$ cat config.mk
export PLATFORM = sky130hd
export DESIGN_NAME = oven_ctrl
export DESIGN_NICKNAME = d
export VERILOG_FILES = /design/src/rtl/oven_ctrl.sv
export SDC_FILE = /design/constraint.sdc
export NUM_CORES = 1
export LEC_CHECK = 0
export ABC_AREA = 1
export CAP_MARGIN = 30
export CORE_ASPECT_RATIO = 0.5
export CORE_MARGIN = 4
export CORE_UTILIZATION = 45
export DETAILED_ROUTE_END_ITERATION = 16
export PLACE_DENSITY = 0.63
export SLEW_MARGIN = 20
export SYNTH_ARGS = -nofsm -noshare
export SYNTH_HDL_FRONTEND = slang
export SYNTH_SLANG_ARGS = --single-unit
$ cat constraint.sdc
create_clock -name clk -period 3.45 [get_ports clk]
set_input_delay 0.5175 -clock clk [delete_from_list [all_inputs] [get_ports clk]]
set_output_delay 0.5175 -clock clk [all_outputs]
set_load 0.05 [all_outputs]
$ cat src/rtl/oven_ctrl.sv
// Microwave oven controller: cook-time entry by short presses, start/cancel by
// long press, door-interlocked pause, and a timed done indication.
module oven_ctrl #(
  parameter int SECONDS  = 50_000_000,
  parameter int ADD_SEC  = 30,
  parameter int MAX_SEC  = 999,
  parameter int BEEP_SEC = 3
) (
  input  logic       clk,
  input  logic       rst,
  input  logic       short_in,
  input  logic       long_in,
  input  logic       door,
  output logic       heater,
  output logic       done,
  output logic [9:0] remaining,
  output logic [2:0] state
);

  localparam int PW = (SECONDS > 1) ? $clog2(SECONDS) : 1;
  localparam int BW = (BEEP_SEC > 1) ? $clog2(BEEP_SEC) : 1;
  localparam logic [PW-1:0] TICK_V = PW'(SECONDS - 1);
  localparam logic [BW-1:0] BEEP_LAST = BW'(BEEP_SEC - 1);
  localparam logic [9:0] ADD_V = 10'(ADD_SEC);
  localparam logic [9:0] MAX_V = 10'(MAX_SEC);

  typedef enum logic [2:0] {
    IDLE  = 3'd0,
    SET   = 3'd1,
    COOK  = 3'd2,
    PAUSE = 3'd3,
    DONE  = 3'd4
  } state_t;

  state_t          state_q, state_d;
  logic [9:0]      rem_q, rem_d;
  logic [PW-1:0]   presc_q, presc_d;
  logic [BW-1:0]   beep_q, beep_d;
  logic            tick;
  logic [9:0]      rem_dec;

  // Saturating add of one press worth of seconds; computed one bit wider so it never wraps.
  function automatic logic [9:0] sat_add(input logic [9:0] a);
    logic [10:0] sum;
    sum = {1'b0, a} + {1'b0, ADD_V};
    return (sum > {1'b0, MAX_V}) ? MAX_V : sum[9:0];
  endfunction

  assign tick      = (presc_q == TICK_V);
  assign rem_dec   = rem_q - 10'd1;
  assign heater    = (state_q == COOK);
  assign done      = (state_q == DONE);
  assign remaining = rem_q;
  assign state     = state_q;

  always_ff @(posedge clk or negedge rst) begin
    if (!rst) begin
      state_q <= IDLE;
      rem_q   <= '0;
      presc_q <= '0;
      beep_q  <= '0;
    end else begin
      state_q <= state_d;
      rem_q   <= rem_d;
      presc_q <= presc_d;
      beep_q  <= beep_d;
    end
  end

  always_comb begin
    state_d = state_q;
    rem_d   = rem_q;
    presc_d = presc_q;
    beep_d  = beep_q;
    unique case (state_q)
      IDLE: begin
        rem_d   = '0;
        presc_d = '0;
        beep_d  = '0;
        if (short_in) begin
          state_d = SET;
          rem_d   = sat_add(10'd0);
        end
      end
      SET: begin
        if (long_in) begin
          if (!door) begin
            state_d = COOK;
            presc_d = '0;
          end
        end else if (short_in) begin
          rem_d = sat_add(rem_q);
        end
      end
      COOK: begin
        if (long_in) begin
          state_d = IDLE;
          rem_d   = '0;
          presc_d = '0;
        end else if (door) begin
          // Prescaler holds on the way into PAUSE so no part of a second is lost.
          state_d = PAUSE;
        end else begin
          presc_d = tick ? '0 : presc_q + 1'b1;
          if (tick) begin
            if (rem_q == 10'd1 && !short_in) begin
              state_d = DONE;
              rem_d   = '0;
              presc_d = '0;
              beep_d  = '0;
            end else begin
              rem_d = short_in ? sat_add(rem_dec) : rem_dec;
            end
          end else if (short_in) begin
            rem_d = sat_add(rem_q);
          end
        end
      end
      PAUSE: begin
        if (long_in) begin
          state_d = IDLE;
          rem_d   = '0;
          presc_d = '0;
        end else if (short_in && !door) begin
          state_d = COOK;
        end
      end
      DONE: begin
        if (short_in || long_in) begin
          state_d = IDLE;
          presc_d = '0;
          beep_d  = '0;
        end else begin
          presc_d = tick ? '0 : presc_q + 1'b1;
          if (tick) begin
            if (beep_q == BEEP_LAST) begin
              state_d = IDLE;
              presc_d = '0;
              beep_d  = '0;
            end else begin
              beep_d = beep_q + 1'b1;
            end
          end
        end
      end
      default: begin
        state_d = IDLE;
        rem_d   = '0;
        presc_d = '0;
        beep_d  = '0;
      end
    endcase
  end

endmodule

; Word level (Yosys, flattened, before mapping)
; Index checks and enable logic that the tools add are counted.
[totals]
ff_bits = 41
wordCells = 91
output_inout_bits = 15
inputBits = 5
[op_classes]
reduce_logical = 11
mux = 45
magnitude_cmp = 2
n_addsub = 5
n_eq_ne = 22
bitwise = 2
[op_table]
columns = operator, count
row1 = $mux 26, 11
row2 = $pmux 26 s4, 1
row3 = $mux 10, 10
row4 = $pmux 10 s5, 1
row5 = $mux 3, 12
row6 = $add 26x1->26 const B, 1
row7 = $eq 26x26->1 const B, 1
row8 = $add 10x5->11 const B, 2
row9 = $gt 11x10->1 const B, 2
row10 = $pmux 3 s5, 1
row11 = $mux 2, 7
row12 = $ne 2x2->1 const B, 7
row13 = $eq 10x1->1 const B, 1
row14 = $sub 10x1->10 const B, 1
row15 = $ne 4x3->1 const B, 2
row16 = $reduce_and 4->1, 2
row17 = $reduce_and 8->1, 1
row18 = $eq 3x2->1 const B, 2
row19 = $ne 3x1->1 const B, 2
row20 = $ne 3x3->1 const B, 2
row21 = $pmux 2 s3, 1
row22 = $reduce_and 6->1, 1
row23 = $mux 5, 1
row24 = $ne 2x1->1 const B, 2
row25 = other kinds (10), 13

; Longest topological paths before layout
[logic_depth]
depth_word = 10
depth_mapped = 24
depth_no_buf = 23

; Worst setup path before layout
; Ideal clock, no wire load.
[synth_timing]
path_type = register -> register
startpoint = register rem_q[0] (netlist: remaining[0])
endpoint = register rem_q[4] (netlist: remaining[4])
path_buffers = 1
required_ns = 3.331
period_less_slack_ns = 2.814
path_stages_with_launch = 22
t_arrival_ns = 2.695
setup_time_ns = 0.119
path_slack_ns = 0.636
path_cell_list = dfrtp_1 inv_1 buf_2 ha_1 inv_2 nand2_1 nand2_2 inv_1 ha_1 inv_1 a21oi_1 nand2_1 xor2_1 nand2_1 nor2_1 nand2_1 nand2_2 nand2_4 nand3_1 nand3_1 nand2_1 nand2_1
[synth_via]
elab_chain_len = 10
elab_cells_between_ends = 17
classes_between = add/sub (3) / order compare (2) / eq/ne (1) / mux (10) / reduce/logical (1)
[synth_lines]
columns = element, line_no
row1 = "start, declared", 36  ; logic [9:0] rem_q, rem_d;
row2 = "start signal, assigned", 64  ; rem_q <= rem_d;
row3 = $sub 10x1->10, 50  ; assign rem_dec = rem_q - 10'd1;
row4 = $add 10x5->11, 45  ; sum = {1'b0, a} + {1'b0, ADD_V};
row5 = $gt 11x10->1, 46  ; return (sum > {1'b0, MAX_V}) ? MAX_V : sum[9:0];
row6 = $mux 10, 46
row7 = $mux 10, 112  ; rem_d = short_in ? sat_add(rem_dec) : rem_dec;
row8 = $mux 10, 106  ; if (rem_q == 10'd1 && !short_in) begin
row9 = $mux 10, 105  ; if (tick) begin
row10 = $mux 10, 100  ; end else if (door) begin
row11 = $mux 10, 96  ; if (long_in) begin
row12 = $pmux 10 s5 (*), 75  ; unique case (state_q)
; Every way passes the cells marked *; elsewhere a longest branch is shown, timed or not. The select of a mux whose other input is x is not followed.
; A chain may end at the register's enable or synchronous reset.

; Final worst setup path
[layout_timing]
startpoint = register rem_q[0] (netlist: remaining[0])
endpoint = register rem_q[7] (netlist: remaining[7])
; Same word-level chain as after synthesis.

==> flow_summary.ini <==
[global_routing]
overflow = 0
track_usage_pct = 20.1
grt_pass1_wl_mm = 15.6
grt_pass1_vias = 3333
antenna_found_initial = 0
grt_start_max_net_pins = 30

[sta]
skew_ps = 3.64
min_period_ps = 2890
drv_slew = 0
setup_tns_ps = 0
worst-slew-pin-transition_ps = 542
fmax_mhz = 347
hold_viol_final = 0
period_share_pct = 83.6
setup_violations = 0
rsz0062_at_grt = no
layout_setup_ws_ps = 565
slew_headroom_pct = 63.6

[clock_tree]
cts.sinks = 41
clkTransAtPathRegs_ps = 60
cts.path.max_buffers = 2
clk_latency_ps = 280
cts_hold_buf = 0
post_cts_resize_count = 0
cts_buffers = 5
cts_tree = done
h-tree-depth = 2
cts_setup_buffers = 0
cts-root-buf = clkbuf_16

[floorplan]
die_h_um = 70.4
rows = 22
io_pins = 20
die_w_um = 133
core_um2 = 7460
start_util_pct = 47.0
dieArea_um2 = 9360

[synth]
synthesis.area_um2 = 3510
ys_ff_latch = 41
synth_compound_area_share_pct = 12.7
syn_avg_cell_area_um2 = 6.47
synth_top_area_share_pct = 29.3
synth-edff-count = 0
synth-xor-area-share_pct = 3.50
synth.distinct_cells = 43
synth_simple_gate_area_share_pct = 42.1
async_reset_ff_share_pct = 100
syn-num-nets = 554
synth_seq_area_share_pct = 29.3
syn_inst = 542
yosys_warnings = 0
synth_top_family_by_area = simple AND/OR/NAND/NOR gates
yosys-top-cells-area = dfrtp_1, nand2_1, inv_1
synth_ff_type = dfrtp_1
synth_top_cell_by_area = dfrtp_1
synthAdderAreaFrac_pct = 2.50
muxShareOfSynthArea_pct = 0

[critical_path]
cp_slowest_cell = dfrtp_1
path_delay_family = simple AND/OR/NAND/NOR gates
arrival_ps = 3110
cp.required_ps = 3670
startpoint_type = flip-flop
crit_chain = inv_1 -> ha_1 -> nand2_1 -> nand2_2 -> inv_1 -> ha_1 -> inv_1 -> a21oi_1 -> nand2_1 -> xor2_1 -> nand2_1 -> nor2_1 -> nand2_1 -> nand2_2 -> nand2_4 -> nand3_1 -> nand2_1 -> nand2_1 -> nand2_1 -> nand2_1
worst_setup_path_end_kind = flip-flop
slowest_delay_ps = 440
crit_type = flip-flop to flip-flop
path_common_cell = nand2_1
cp_num_buf_inv = 3
crit_path_max_fanout = 13

[final_layout]
syn2layout_area_growth_pct = 12.8
fin_util_pct = 53.0
fillCellCount = 758
diodes = 0
final_nets = 574
drive_above_1_share_pct = 8.54

[routing]
wl_met3_um = 412
drt_iter0_drc = 308
drtPass1Iterations = 5
wl_mm = 9.05
routed.top_layer = met4
vias = 3546
wl_met2_mm = 3.99
drc = 0
wl_per_cell_um = 13.5
viasPerCell = 5.29
ant_nets = 0
wirelength_met1_mm = 4.59

[placement]
gp_congestion = 0.932
place_ws_ps = 594
place_hpwl_mm = 7.00
io_buffers = 19

[power]
ir_drop_uv = 311
p_leak_nw = 1.89
powerDensity_nw_per_um2 = 761

[hold_path]
hold_class = input pin to asynchronous set/reset pin

[status]
outcome = complete, no violations

[job]
maxCapViolCount = 0
## path summary, 6_finish.rpt
| check | from | to | slack, ps | depth (start not counted) |
|---|---|---|---|---|
| min in group clk | presc_q[12] | presc_q[12] | 490 | 1 |
| max in group asynchronous | rst | remaining[3] | 2870 | 2 |
| max | remaining[0] | remaining[7] | 560 | 20 |
| min reg2reg | presc_q[12] | presc_q[12] | 490 | 1 |
| max reg2reg | remaining[0] | remaining[7] | 560 | 20 |
| min | rst | presc_q[22] | 120 | 1 |
## cell usage after synthesis, drive strengths merged, types with 2 or more instances
| cell | n |
|---|---|
| o21ai | 32 |
| o21a | 2 |
| a21oi | 33 |
| inv | 75 |
| a211oi | 2 |
| nand3 | 51 |
| nor3 | 19 |
| clkbuf | 5 |
| dfrtp | 41 |
| ha | 7 |
| nor2 | 60 |
| a31oi | 3 |
| o22ai | 3 |
| xnor2 | 4 |
| nand2 | 161 |
| a22oi | 2 |
| xor2 | 10 |
| buf | 6 |
| nand4 | 15 |
| or2 | 4 |
## state kept, by name (all words and copies together) (netlist names)
signal	cells
beep_q	2
remaining	10
presc_q	26
state	3
## logic make-up after synthesis
kind of cell / Yosys count
fa+ha+maj: 7
flops: 41
buf+inv: 87
simple gates: 313
compound gates: 80
xor+xnor: 14
## routing by layer
metal,up-vias,GRT usage (%)
li1,1813,-
met1,1623,28.5
met2,102,32.5
met3,8,3.45
met4,0,4.15
met5,-,0
## layout by cell type, fill, tap and decap left out, types with 10 or more instances in the layout
master           instances
nand2_1                154
inv_1                   67
nor2_1                  51
nand3_1                 46
dfrtp_1                 41
a21oi_1                 32
o21ai_0                 27
clkdlybuf4s50_1         18
nor3_1                  15
nand4_1                 14
xor2_1                  10
## per-stage QoR
step	std cells	total power, W	instance area [µm²]	hold slack (ps)
finish	670	0.00301	3960	120
global route	670	0.00328	3960	135
CTS	670	0.00301	3960	134
detailed placement	663	0.00254	3810	433
global placement	662	0.00254	3790	487
floorplan	542	0.00206	3510	222
## report_power, final
part / internal, W / switching [W] / total (W)
clock: 0.000284 / 0.000182 / 0.000466
sequential: 0.000550 / 0.000128 / 0.000679
combinational: 0.000571 / 0.00130 / 0.00187
total: 0.00141 / 0.00161 / 0.00301
## final cells by class
| class | instances | area [µm²] | share of cell area [%] |
|---|---|---|---|
| sequential | 41 | 1030 | 25.9 |
| timing repair buffer | 24 | 235 | 5.95 |
| tap | 108 | 135 | 3.42 |
| multi-input combinational | 414 | 2130 | 53.9 |
| inverter | 76 | 285 | 7.21 |
| clock buffer | 7 | 143 | 3.61 |
(Power assumes the default switching activity.)
